**config.mk**
```make
export PLATFORM = sky130hd
export DESIGN_NAME = writeback
export DESIGN_NICKNAME = d
export VERILOG_FILES = /design/src/rtl/y86_pkg.sv /design/src/rtl/y86_regfile.sv /design/src/rtl/writeback.sv
export SDC_FILE = /design/constraint.sdc
export NUM_CORES = 2
export LEC_CHECK = 0
export CORE_ASPECT_RATIO = 1.75
export CORE_MARGIN = 3
export CORE_UTILIZATION = 35
export CTS_CLUSTER_SIZE = 16
export DETAILED_ROUTE_END_ITERATION = 6
export GPL_TIMING_DRIVEN = 0
export HOLD_SLACK_MARGIN = 0.12
export PLACE_DENSITY = 0.63
export REMOVE_ABC_BUFFERS = 1
export SLEW_MARGIN = 20
export SYNTH_ARGS = -nofsm -noshare
export SYNTH_HDL_FRONTEND = slang
export SYNTH_HIERARCHICAL = 1
export SYNTH_SLANG_ARGS = --single-unit
```
**constraint.sdc**
```tcl
create_clock -name clk -period 97.3 [get_ports clk]
set_clock_uncertainty 0.2 [all_clocks]
set_input_delay 19.46 -clock clk [delete_from_list [all_inputs] [get_ports clk]]
set_output_delay 19.46 -clock clk [all_outputs]
set_load 0.05 [all_outputs]
```
**src/rtl/y86_pkg.sv**
```systemverilog
// Shared Y86-64 encodings used by the writeback stage and its register file.
package y86_pkg;

  localparam logic [3:0] IHALT   = 4'h0;
  localparam logic [3:0] INOP    = 4'h1;
  localparam logic [3:0] IRRMOVQ = 4'h2;
  localparam logic [3:0] IIRMOVQ = 4'h3;
  localparam logic [3:0] IRMMOVQ = 4'h4;
  localparam logic [3:0] IMRMOVQ = 4'h5;
  localparam logic [3:0] IOPQ    = 4'h6;
  localparam logic [3:0] IJXX    = 4'h7;
  localparam logic [3:0] ICALL   = 4'h8;
  localparam logic [3:0] IRET    = 4'h9;
  localparam logic [3:0] IPUSHQ  = 4'hA;
  localparam logic [3:0] IPOPQ   = 4'hB;

  localparam logic [1:0] SAOK = 2'd0;
  localparam logic [1:0] SHLT = 2'd1;
  localparam logic [1:0] SADR = 2'd2;
  localparam logic [1:0] SINS = 2'd3;

  localparam logic [3:0] RNONE = 4'hF;
  localparam logic [3:0] RRSP  = 4'd4;

  typedef enum logic {
    StRun,
    StHalted
  } wbState_t;

endpackage

```
**src/rtl/y86_regfile.sv**
```systemverilog
// 15x64 architectural register file: two write ports (M beats E on collision),
// three combinational read ports with no write bypass.
module y86_regfile
  import y86_pkg::*;
#(
  parameter logic [63:0] RSP_RESET = 64'd0
) (
  input  logic        clk,
  input  logic        rst,
  input  logic        weE,
  input  logic [3:0]  dstE,
  input  logic [63:0] valE,
  input  logic        weM,
  input  logic [3:0]  dstM,
  input  logic [63:0] valM,
  input  logic [3:0]  srcA,
  output logic [63:0] valA,
  input  logic [3:0]  srcB,
  output logic [63:0] valB,
  input  logic [3:0]  srcDbg,
  output logic [63:0] valDbg
);

  logic [63:0] regs [0:14];

  // The M write is issued last so it overrides E when both target one register.
  always_ff @(posedge clk or posedge rst) begin
    if (rst) begin
      for (int i = 0; i < 15; i++) begin
        regs[i] <= (i == int'(RRSP)) ? RSP_RESET : 64'd0;
      end
    end else begin
      if (weE && dstE != RNONE) regs[dstE] <= valE;
      if (weM && dstM != RNONE) regs[dstM] <= valM;
    end
  end

  always_comb begin
    valA   = (srcA == RNONE) ? 64'd0 : regs[srcA];
    valB   = (srcB == RNONE) ? 64'd0 : regs[srcB];
    valDbg = (srcDbg == RNONE) ? 64'd0 : regs[srcDbg];
  end

endmodule

```
**src/rtl/writeback.sv**
```systemverilog
// Y86-64 writeback stage: commits W results to the register file, runs the
// run/halted status machine and keeps cycle and retirement counters.
module writeback
  import y86_pkg::*;
#(
  parameter logic [63:0] RSP_RESET = 64'd0,
  parameter int unsigned CNT_W     = 64
) (
  input  logic             clk,
  input  logic             rst,
  input  logic             W_stall,
  input  logic [1:0]       W_stat,
  input  logic [3:0]       W_icode,
  input  logic [63:0]      W_valE,
  input  logic [63:0]      W_valM,
  input  logic [3:0]       W_dstE,
  input  logic [3:0]       W_dstM,
  input  logic [3:0]       d_srcA,
  input  logic [3:0]       d_srcB,
  output logic [63:0]      rf_valA,
  output logic [63:0]      rf_valB,
  input  logic [3:0]       dbg_rsel,
  output logic [63:0]      dbg_rval,
  output logic [1:0]       Stat,
  output logic             halted,
  output logic [CNT_W-1:0] cycle_cnt,
  output logic [CNT_W-1:0] retire_cnt
);

  wbState_t         stateQ, stateD;
  logic [1:0]       statQ, statD;
  logic [CNT_W-1:0] cycleQ, cycleD;
  logic [CNT_W-1:0] retireQ, retireD;
  logic             advance;
  logic             commit;

  assign advance = (stateQ == StRun) && !W_stall;
  // Only AOK instructions write; a faulting mrmovq must leave dstM untouched.
  assign commit  = advance && (W_stat == SAOK);

  always_ff @(posedge clk or posedge rst) begin
    if (rst) begin
      stateQ  <= StRun;
      statQ   <= SAOK;
      cycleQ  <= '0;
      retireQ <= '0;
    end else begin
      stateQ  <= stateD;
      statQ   <= statD;
      cycleQ  <= cycleD;
      retireQ <= retireD;
    end
  end

  always_comb begin
    stateD  = stateQ;
    statD   = statQ;
    cycleD  = cycleQ;
    retireD = retireQ;
    if (advance) begin
      cycleD = cycleQ + CNT_W'(1);
      if (W_stat != SAOK) begin
        stateD = StHalted;
        statD  = W_stat;
      end
      // A halt instruction retires; address/instruction faults do not.
      if ((W_stat == SAOK || W_stat == SHLT) && W_icode != INOP) begin
        retireD = retireQ + CNT_W'(1);
      end
    end
  end

  assign Stat       = statQ;
  assign halted     = (stateQ == StHalted);
  assign cycle_cnt  = cycleQ;
  assign retire_cnt = retireQ;

  y86_regfile #(
    .RSP_RESET(RSP_RESET)
  ) u_regfile (
    .clk    (clk),
    .rst    (rst),
    .weE    (commit),
    .dstE   (W_dstE),
    .valE   (W_valE),
    .weM    (commit),
    .dstM   (W_dstM),
    .valM   (W_valM),
    .srcA   (d_srcA),
    .valA   (rf_valA),
    .srcB   (d_srcB),
    .valB   (rf_valB),
    .srcDbg (dbg_rsel),
    .valDbg (dbg_rval)
  );

endmodule

```
==> impl_metrics.tcl <==
set metrics [dict create \
    outcome "finished with violations" \
    violations "design-rule violations" \
    startpoint "d_srcA[1]" \
    slew-limit-headroom 0.361 \
    drive_gt1_frac 0.154 \
    clk_pin_slew_ns 0.06 \
    crit_type "input port to output port" \
    drtAntennaViolNets 0 \
    cts_setup_buffers 0 \
    ys.flop_type "dfrtp_1" \
    totalWireLength_um 421000 \
    grt_start_max_net_pins 99 \
    nNetsFinal 8405 \
    cp-end-kind "output port" \
    yosysUniqueCellTypes 55 \
    hp-class "flop to flop" \
    h-tree-depth 3 \
    area_growth_pct 19.8 \
    finalSetupViolations 0 \
    clock_latency_ns 0.80 \
    rr_worst_depth 14 \
    gr-total-overflow 0 \
    ys_ff_latch 1091 \
    row_count 228 \
    die_h_um 630 \
    ir_drop_v 0.0000170 \
    routed_via_density 7.63 \
    whs_ns 0.274 \
    dieArea_um2 229000 \
    routedWlPerCell_um 37.5 \
    worstPathRequired_ns 77.64 \
    synth-edff-count 0 \
    start_util 0.353 \
    syn_area_per_cell_um2 9.26 \
    crit_fanout 64 \
    finalSetupTns_ns 0 \
    grt_pass1_vias 85500 \
    maxCapViolCount 0 \
    clockRootBuffer "clkbuf_16" \
    cts_resized 0 \
    r2r-end "u_regfile/regs[655]$_DFF_PP0_" \
    portBuffers 479 \
    fillers 20700 \
    num_vias 85800 \
    cts_tree "yes" \
    grt_setup_unrepaired "false" \
    postSynth.asyncResetShare 1.00 \
    core_area_um2 221000 \
    cp.arrival_ns 23.48 \
    min_period_over_period 0.443 \
    grt_antenna_before_repair 46 \
    cellPowerDensity_nw_per_um2 13.1 \
    startpoint_type "input port" \
    clock.fmax_ghz 0.0232 \
    routabilityCongestion 0.817 \
    ff2ff_setup_slack_ns 92.44 \
    die_w_um 363 \
    final_common_cell "dfrtp_1" \
    grt_pass1_wl_um 601000 \
    yosys_warnings 6 \
    slew_violations 0 \
    endpoint "rf_valA[32]" \
    seq_area_um2 27300 \
    cts.sinks 1091 \
    tightest_slew_ns 0.946 \
    hold_buffers 0 \
    clock_path_buffers 3 \
    ioPinCount 480 \
    drt_iter0_markers 14400 \
    seq_area_frac_synth 0.350 \
    drcViolationCount 17 \
    multi_input_comb_area_um2 45600 \
    cts_inserted_buffers 121 \
    hpwl_um 253000 \
    leakage_nw 36.5 \
    grt_usage 0.352 \
    firstDrtPassIters 7 \
    reg2reg_from "halted$_DFFE_PP0P_" \
    syn_area_um2 78000 \
    fin_crit_ns 43.14 \
    layout_common_cells "dfrtp_1, nor3_1, a31oi_1" \
    synthCells 8427 \
    hold_viol_final 0 \
]
==> per-stage QoR <==
step | setup WS [ns] | util | instance area, um^2 | total power, mW | instances
6_report | 54.16 | 0.423 | 93500 | 1.23 | 11200
5_1_grt | 54.22 | 0.423 | 93400 | 1.25 | 11200
3_3_place_gp | 4.28 | 0.368 | 81300 | 0.736 | 10600
2_1_floorplan | 50.64 | - | 73000 | 0.584 | 7217
4_1_cts | 54.36 | 0.422 | 93400 | 1.22 | 11200
3_5_place_dp | 54.36 | 0.403 | 89200 | 0.713 | 11000
==> flip-flops by register name, summed over array words and instances, names as in the netlist <==
name	cells
Stat	2
u_regfile/regs	960
retire_cnt	64
cycle_cnt	64
halted	1
==> layout make-up <==
| cell class | count | area share |
|---|---|---|
| Antenna cell | 24 | 0.000643 |
| Timing Repair Buffer | 906 | 0.132 |
| Clock inverter | 58 | 0.00807 |
| Tap cell | 2875 | 0.0385 |
| Multi-Input combinational cell | 6049 | 0.488 |
| Sequential cell | 1091 | 0.292 |
| Clock buffer | 168 | 0.0373 |
| Inverter | 77 | 0.00325 |
==> cells by family (layout without fill, tap and decap cells) <==
| family | count (synthesis) | after routing | synth area share |
|---|---|---|---|
| muxes | 1154 | 1154 | 0.213 |
| buffers and inverters | 1287 | 1209 | 0.0683 |
| xor gates and xnor gates | 126 | 126 | 0.0141 |
| DFF | 1091 | 1091 | 0.350 |
| AOI/OAI and AO/OA | 2498 | 2498 | 0.204 |
| other | 0 | 24 | 0 |
| and+or+nand+nor | 2269 | 2269 | 0.151 |
| adders and majority gates | 2 | 2 | 0.000321 |
==> power by group <==
group          internal, mW  switching, mW
clock                 0.287          0.223
sequential            0.465         0.0118
combinational        0.0776          0.160
==> synth_stat cells, drive strengths merged, types with 3 or more instances <==
| cell type | instances | share of area |
|---|---|---|
| nand2b | 8 | 0.00064 |
| and3b | 6 | 0.00067 |
| o221ai | 192 | 0.022 |
| inv | 77 | 0.0037 |
| o21ai | 960 | 0.062 |
| nand4 | 167 | 0.013 |
| mux4 | 384 | 0.11 |
| o211a | 192 | 0.025 |
| a31oi | 960 | 0.077 |
| xnor2 | 64 | 0.0072 |
| nor3 | 998 | 0.064 |
| mux2 | 194 | 0.028 |
| nor2 | 38 | 0.0019 |
| or3 | 4 | 0.00039 |
| and4b | 3 | 0.00039 |
| xor2 | 62 | 0.0070 |
| nand2 | 54 | 0.0026 |
| dfrtp | 1091 | 0.35 |
| mux2i | 576 | 0.074 |
| or3b | 3 | 0.00037 |
| and4 | 3 | 0.00034 |
| nor4b | 4 | 0.00083 |
| nor3b | 8 | 0.00077 |
| and3 | 15 | 0.0012 |
| clkbuf | 895 | 0.043 |
| or4 | 4 | 0.00043 |
| or2 | 18 | 0.0014 |
| nor4 | 21 | 0.0020 |
| and2 | 21 | 0.0017 |
| buf | 315 | 0.021 |
| a22oi | 192 | 0.018 |
| nand3b | 5 | 0.00048 |
| nand3 | 884 | 0.057 |
==> critical path, stage by stage <==
cell,delay [ns]
buf_8,0.35
buf_16,0.39
buf_16,0.48
nand2b_4,0.75
buf_16,0.38
buf_12,0.28
o221ai_1,0.15
o211a_1,0.25
clkdlybuf4s50_1,0.73
==> metal layers <==
metal,vias to the layer above,global-route usage,wire length [um]
met1,41700,0.397,135000
met3,2924,0.130,61700
met4,32,0.287,41800
met2,8697,0.531,183000
met5,-,0.00213,243
li1,32500,-,-
==> worst min-delay path by stage <==
stage	depth (start not counted)	slack (ns)	from	to
6_report	1	0.27	retire_cnt[63]$_DFFE_PP0P_	retire_cnt[63]$_DFFE_PP0P_
5_1_grt	1	0.30	cycle_cnt[63]$_DFFE_PP0P_	cycle_cnt[63]$_DFFE_PP0P_
4_1_cts	1	0.28	retire_cnt[63]$_DFFE_PP0P_	retire_cnt[63]$_DFFE_PP0P_
3_5_place_dp	1	0.26	retire_cnt[63]$_DFFE_PP0P_	retire_cnt[63]$_DFFE_PP0P_
3_3_place_gp	1	0.26	cycle_cnt[63]$_DFFE_PP0P_	cycle_cnt[63]$_DFFE_PP0P_
2_1_floorplan	2	0.34	u_regfile/regs[100]$_DFF_PP0_	u_regfile/regs[100]$_DFF_PP0_
Power figures use the tool's default switching activity.
